[src/rtl/kmap_mux_sweep_pkg.sv]
// rtl/kmap_mux_sweep_pkg.sv - shared types, golden table and popcount for the K-map mux sweep checker
package kmap_pkg;

  typedef enum logic [1:0] {
    IDLE   = 2'd0,
    DRIVE  = 2'd1,
    SAMPLE = 2'd2,
    DONE   = 2'd3
  } state_t;

  localparam logic [15:0] KMAP_GOLDEN = 16'h850E;

  function automatic logic [4:0] popcount16(input logic [15:0] v);
    logic [4:0] n;
    n = '0;
    for (int i = 0; i < 16; i++) begin
      n = n + 5'(v[i]);
    end
    return n;
  endfunction

endpackage

[src/rtl/kmap_mux_sweep_if.sv]
// rtl/kmap_mux_sweep_if.sv - control, generator and result signals of the K-map mux sweep checker
interface kmap_mux_sweep_if;

  logic        start;
  logic        c_out;
  logic        d_out;
  logic [3:0]  mux_in;
  logic        busy;
  logic        done;
  logic [15:0] truth_table;
  logic        pass;
  logic [4:0]  mismatch_cnt;

  modport master (
    input  start,
    input  mux_in,
    output c_out,
    output d_out,
    output busy,
    output done,
    output truth_table,
    output pass,
    output mismatch_cnt
  );

  modport slave (
    output start,
    output mux_in,
    input  c_out,
    input  d_out,
    input  busy,
    input  done,
    input  truth_table,
    input  pass,
    input  mismatch_cnt
  );

endinterface

[src/rtl/kmap_mux_sweep.sv]
// rtl/kmap_mux_sweep.sv - sweeps cd over the mux-input generator and checks the captured truth table
module kmap_mux_sweep
  import kmap_pkg::*;
#(
  parameter int unsigned SETTLE_CYCLES = 1,
  parameter logic [15:0] EXPECTED      = KMAP_GOLDEN
) (
  input  logic           clk,
  input  logic           reset,
  kmap_mux_sweep_if.master sw
);

  localparam logic [1:0] S_IDLE   = IDLE;
  localparam logic [1:0] S_DRIVE  = DRIVE;
  localparam logic [1:0] S_SAMPLE = SAMPLE;
  localparam logic [1:0] S_DONE   = DONE;

  localparam logic [3:0] SETTLE_LAST = 4'(SETTLE_CYCLES - 1);

  logic [1:0]  state;
  logic [1:0]  cd;
  logic [3:0]  wait_cnt;
  logic        c_q;
  logic        d_q;
  logic        busy_q;
  logic        done_q;
  logic [15:0] table_q;
  logic        pass_q;
  logic [4:0]  mis_q;
  logic [15:0] table_next;

  // Bit k of mux_in is f at ab = k for the cd currently driven.
  always_comb begin
    table_next = table_q;
    for (int k = 0; k < 4; k++) begin
      table_next[{2'(k), cd}] = sw.mux_in[k];
    end
  end

  always_ff @(posedge clk) begin
    if (reset) begin
      state    <= S_IDLE;
      cd       <= 2'd0;
      wait_cnt <= 4'd0;
      c_q      <= 1'b0;
      d_q      <= 1'b0;
      busy_q   <= 1'b0;
      done_q   <= 1'b0;
      table_q  <= 16'd0;
      pass_q   <= 1'b0;
      mis_q    <= 5'd0;
    end else begin
      done_q <= 1'b0;
      case (state)
        S_IDLE: begin
          if (sw.start) begin
            state    <= S_DRIVE;
            cd       <= 2'd0;
            wait_cnt <= 4'd0;
            c_q      <= 1'b0;
            d_q      <= 1'b0;
            busy_q   <= 1'b1;
            table_q  <= 16'd0;
            pass_q   <= 1'b0;
            mis_q    <= 5'd0;
          end
        end
        S_DRIVE: begin
          if (wait_cnt == SETTLE_LAST) begin
            state    <= S_SAMPLE;
            wait_cnt <= 4'd0;
          end else begin
            wait_cnt <= wait_cnt + 4'd1;
          end
        end
        S_SAMPLE: begin
          table_q <= table_next;
          if (cd == 2'd3) begin
            // Results are taken from the completed table so they are valid alongside done.
            state  <= S_DONE;
            busy_q <= 1'b0;
            done_q <= 1'b1;
            pass_q <= (table_next == EXPECTED);
            mis_q  <= popcount16(table_next ^ EXPECTED);
          end else begin
            state        <= S_DRIVE;
            cd           <= cd + 2'd1;
            {c_q, d_q}   <= cd + 2'd1;
          end
        end
        S_DONE: begin
          state <= S_IDLE;
          c_q   <= 1'b0;
          d_q   <= 1'b0;
        end
        default: begin
          state <= S_IDLE;
        end
      endcase
    end
  end

  assign sw.c_out        = c_q;
  assign sw.d_out        = d_q;
  assign sw.busy         = busy_q;
  assign sw.done         = done_q;
  assign sw.truth_table  = table_q;
  assign sw.pass         = pass_q;
  assign sw.mismatch_cnt = mis_q;

endmodule

[src/flat_wrapper.sv]
// flat-port wrapper written by rule: the top's interface ports become plain ports
module kmap_mux_sweep_flat import kmap_pkg::*;
#(
  parameter int unsigned SETTLE_CYCLES = 1,
  parameter logic [15:0] EXPECTED      = KMAP_GOLDEN
)
  (clk, reset, sw_start, sw_mux_in, sw_c_out, sw_d_out, sw_busy, sw_done, sw_truth_table, sw_pass, sw_mismatch_cnt);
  kmap_mux_sweep_if sw_i ();
  input  logic clk;
  input  logic reset;
  input wire logic [$bits(sw_i.start)-1:0] sw_start;
  input wire logic [$bits(sw_i.mux_in)-1:0] sw_mux_in;
  output wire logic [$bits(sw_i.c_out)-1:0] sw_c_out;
  output wire logic [$bits(sw_i.d_out)-1:0] sw_d_out;
  output wire logic [$bits(sw_i.busy)-1:0] sw_busy;
  output wire logic [$bits(sw_i.done)-1:0] sw_done;
  output wire logic [$bits(sw_i.truth_table)-1:0] sw_truth_table;
  output wire logic [$bits(sw_i.pass)-1:0] sw_pass;
  output wire logic [$bits(sw_i.mismatch_cnt)-1:0] sw_mismatch_cnt;
  assign sw_i.start = sw_start;
  assign sw_i.mux_in = sw_mux_in;
  assign sw_c_out = sw_i.c_out;
  assign sw_d_out = sw_i.d_out;
  assign sw_busy = sw_i.busy;
  assign sw_done = sw_i.done;
  assign sw_truth_table = sw_i.truth_table;
  assign sw_pass = sw_i.pass;
  assign sw_mismatch_cnt = sw_i.mismatch_cnt;
  kmap_mux_sweep #(.SETTLE_CYCLES(SETTLE_CYCLES), .EXPECTED(EXPECTED)) u_core (.clk(clk), .reset(reset), .sw(sw_i));
endmodule
[config.mk]
export PLATFORM = sky130hd
export DESIGN_NAME = kmap_mux_sweep_flat
export DESIGN_NICKNAME = d
export VERILOG_FILES = /design/src/rtl/kmap_mux_sweep_pkg.sv /design/src/rtl/kmap_mux_sweep_if.sv /design/src/rtl/kmap_mux_sweep.sv /design/src/flat_wrapper.sv
export SDC_FILE = /design/constraint.sdc
export NUM_CORES = 1
export LEC_CHECK = 0
export ABC_CLOCK_PERIOD_IN_PS = 11400
export BUFFER_PORTS_ARGS = -buffer_cell sky130_fd_sc_hd__buf_2
export CAP_MARGIN = 20
export CORE_MARGIN = 5
export CORE_UTILIZATION = 45
export CTS_CLUSTER_DIAMETER = 80
export DETAILED_ROUTE_END_ITERATION = 7
export PLACE_DENSITY_LB_ADDON = 0.2
export SLEW_MARGIN = 0
export SYNTH_ARGS = -nofsm -noshare
export SYNTH_HDL_FRONTEND = slang
export SYNTH_SLANG_ARGS = --single-unit
[constraint.sdc]
create_clock -name clk -period 11.4 [get_ports clk]
set_input_delay 0 -clock clk [delete_from_list [all_inputs] [get_ports clk]]
set_output_delay 0 -clock clk [all_outputs]
set_load 0.005 [all_outputs]
==> run summary <==
Status = completed
I/O Buffers = 32
Mux cell area share after synthesis = 8.26%
Die Y = 77.4 um
Postcts setup bufs = 0
VDD IR-drop max = 0.0590 mV
Max Clk Rate = 0.200 GHz
Critical path, cell by cell = inv_1 -> ha_1 -> mux2_2 -> inv_1 -> ha_1 -> fa_1 -> fa_1 -> inv_1 -> fa_1 -> inv_1 -> fa_1 -> inv_1 -> fa_1 -> inv_1 -> fa_1 -> a22oi_1 -> nor2_1
H-tree depth = 2
Mapped Cells = 219
Post-synthesis compound-gate area fraction = 17.7%
Leakage = 0.968 nW
Routed vias/inst = 5.54
Synthesis-to-layout area growth = 11.3%
Placer congestion estimate = 0.817
Fin. max-slew vios = 0
Adder-Cell Fraction of Synth Area = 17.1%
Share of cells above drive strength 1 = 21.2%
CP bufs+invs = 6
Syn nets = 248
DRC = 0
Final Hold Fails = 0
Post-Syn Area = 0.00204 sq mm
Final net count = 274
Sequential area share after synthesis = 33.3%
Post-Place Cells = 290
Setup Crit Path Kind = reg -> reg
Initial Utilization = 46.6%
Clock Tree Buf Depth = 2
Commonest non-fill, non-tap cell in the layout = nor2_1
Synth warn = 0
CP Capture Point = u_core.sw.mismatch_cnt[1]$_SDFFE_PP0P_
Setup crit end kind = register
Avg WL per Cell = 15.3 um
Hold path start = sw_mux_in[3]
CP max FO = 7
Total grt overflow = 0
Drt initial violations = 159
Max Cap Viol = 0
Clock transition at the registers of the reported paths = 70 ps
GRT Total Usage = 16.2%
Most frequent cells in the layout = nor2_1 (35), dfxtp_1 (34), buf_2 (32), inv_1 (15), a22oi_1 (15)
Synth Register Bits = 34
N_diodes = 0
Worst Reg-to-Reg Cells = 17
Hold Crit Class = in -> reg
Worst Hold Depth = 4
Syn_area_per_cell = 9.34 sq um
Vias in the first global route = 1,599
Stages on the worst setup path = 17
Simple-Gate Fraction of Synth Area = 17.0%
Die W = 77.4 um
Rows = 24
Wirelength, routed = 4550 um
Synth cell types = 43
DRT Pass-1 Iters = 4
Main combinational cell family by area after synthesis = compound AO/OA/AOI/OAI gates
Antenna viol nets, final = 0
Initial antenna violation count = 0
Xor/xnor share of the synthesized area = 0.428%
Setup total negative slack = 0 ps
Worst-Skew Late Latency = 290 ps
Post-CTS sizing = 0
Core box area = 0.00438 sq mm
Clk sinks = 34
Largest net degree at the start of global routing = 36
Number of buffers created by CTS = 5
Worst-Margin Slew = 841 ps
R2R Path Start = u_core.cd[0]$_SDFFE_PP0P_
Final Setup Violations = 0
DIE AREA = 0.00599 sq mm
HPWL Detailed = 3450 um
CTS Root Cell = clkbuf_8
Reg-to-reg endpoint = u_core.sw.mismatch_cnt[1]$_SDFFE_PP0P_
Routed via count = 1,645
Worst setup path startpoint = u_core.cd[0]$_SDFFE_PP0P_
Slowest stage delay, CP = 540 ps
Rel. slew slack = 43.9%
CP max stage cell = fa_1
Period utilization = 43.9%
# hold bufs at CTS = 0
Worst Skew = 5.36 ps
Non-Filler Instances = 297
Register-to-register setup slack = 6400 ps
CP delay by family, top = adder cells
Arr. time, crit path = 5150 ps
Critical path launch point type = register
PD cells = 114 mW/mm^2
Worst path required time = 11,550 ps
Min Tclk post-route = 5000 ps
TritonCTS clock tree = done
I/O pin count = 33
RSZ-0062 raised after global routing = no
First-pass GRT wire length = 7820 um
[metrics by stage]
step | total power [mW] | setup WS (ps) | hold WS (ps) | cell area [sq um] | utilization [%]
final | 0.260 | 6400 | 126 | 2280 | 51.9
after CTS | 0.265 | 6370 | 113 | 2280 | 51.9
after detailed placement | 0.180 | 6400 | 385 | 2200 | 50.2
after global placement | 0.179 | 6470 | 387 | 2200 | 50.2
after global routing | 0.280 | 6150 | 162 | 2280 | 51.9
after floorplan | 0.168 | 6530 | 185 | 2040 | -
[how the worst min path moves through the flow]
stage                                   endpoint  slack [ps]
floorplan           u_core.state[1]$_SDFFE_PP0P_         180
global placement                         sw_done         390
detailed placement                       sw_done         390
CTS                  u_core.sw.pass$_SDFFE_PP0P_         110
global route         u_core.sw.pass$_SDFFE_PP0P_         160
finish               u_core.sw.pass$_SDFFE_PP0P_         130
[worst reg2reg max path, cell delays in order, from the launching register on]
cell and delay [ps]:
dfxtp_1 340, inv_1 110, ha_1 320, mux2_2 400
inv_1 60, ha_1 240, fa_1 510, fa_1 540
inv_1 50, fa_1 530, inv_1 60, fa_1 520
inv_1 50, fa_1 440, inv_1 80, fa_1 400
a22oi_1 160, nor2_1 50
[cells by family (layout without fill, tap and decap cells)]
kind of cell / after synthesis / in the layout
AOI/OAI and AO/OA: 51 / 51
xor gates and xnor gates: 1 / 1
adders and majority gates: 22 / 22
buffers and inverters: 28 / 54
DFF: 34 / 34
muxes: 15 / 15
and+or+nand+nor: 68 / 68
[synth_stat cells]
master | n | area share (%)
o21bai_2 | 1 | 0.55
nand4b_1 | 1 | 0.43
a2bb2oi_1 | 2 | 0.86
o21ai_0 | 5 | 1.2
o221ai_2 | 1 | 0.73
or3_1 | 2 | 0.61
buf_2 | 2 | 0.49
or3b_1 | 1 | 0.43
clkbuf_1 | 8 | 1.5
nor3_1 | 2 | 0.49
a22o_1 | 1 | 0.43
buf_4 | 1 | 0.37
a21boi_0 | 1 | 0.37
o31ai_1 | 2 | 0.73
nand2_1 | 5 | 0.92
and2_1 | 3 | 0.92
or2_1 | 1 | 0.31
o2111ai_1 | 1 | 0.43
nand3_1 | 2 | 0.49
a31o_2 | 1 | 0.43
mux2_2 | 7 | 3.9
nand2b_1 | 2 | 0.61
mux2_4 | 2 | 1.5
xor2_1 | 1 | 0.43
nor2_1 | 35 | 6.4
inv_1 | 15 | 2.8
nand4_1 | 1 | 0.31
a22oi_1 | 15 | 5.5
mux2i_1 | 6 | 2.9
dfxtp_1 | 34 | 33
o22ai_1 | 1 | 0.31
o41ai_2 | 1 | 0.80
fa_1 | 10 | 9.8
nand2b_2 | 1 | 0.43
a32o_1 | 1 | 0.49
nor2b_1 | 7 | 2.1
nand3b_1 | 4 | 1.5
o21a_1 | 1 | 0.37
a21oi_1 | 14 | 3.4
o21bai_1 | 3 | 1.1
buf_6 | 2 | 1.1
ha_1 | 12 | 7.3
nand3b_4 | 1 | 0.98
[report_power, final]
part / internal (mW) / leakage, nW / switching (mW) / total, mW
Clock: 0.0420 / 0.0383 / 0.0412 / 0.0832
Combinational: 0.0235 / 0.655 / 0.0310 / 0.0546
Sequential: 0.120 / 0.275 / 0.00196 / 0.122
Total: 0.186 / 0.968 / 0.0742 / 0.260
[routing by layer]
metal / share of wire, % / track usage, %
met5: 0 / 0
met4: 1.2 / 5.15
met3: 6.2 / 4.98
met2: 45 / 25.6
met1: 47 / 21.2
[final cells by class]
class                      count  area [sq um]
clock buffer                   7          76.3
fill                         445          2110
inverter                      15          56.3
multi-input combinational    157          1240
sequential                    34           681
tap                           52          65.1
timing repair buffer          32           160
[state kept, by name, summed over array words and instances, names as in the netlist, 2 cells and up]
| signal | flops |
|---|---|
| u_core.state | 2 |
| u_core.sw.mismatch_cnt | 5 |
| u_core.cd | 2 |
| u_core.wait_cnt | 4 |
| u_core.sw.truth_table | 16 |
Power figures use the tool's default switching activity.
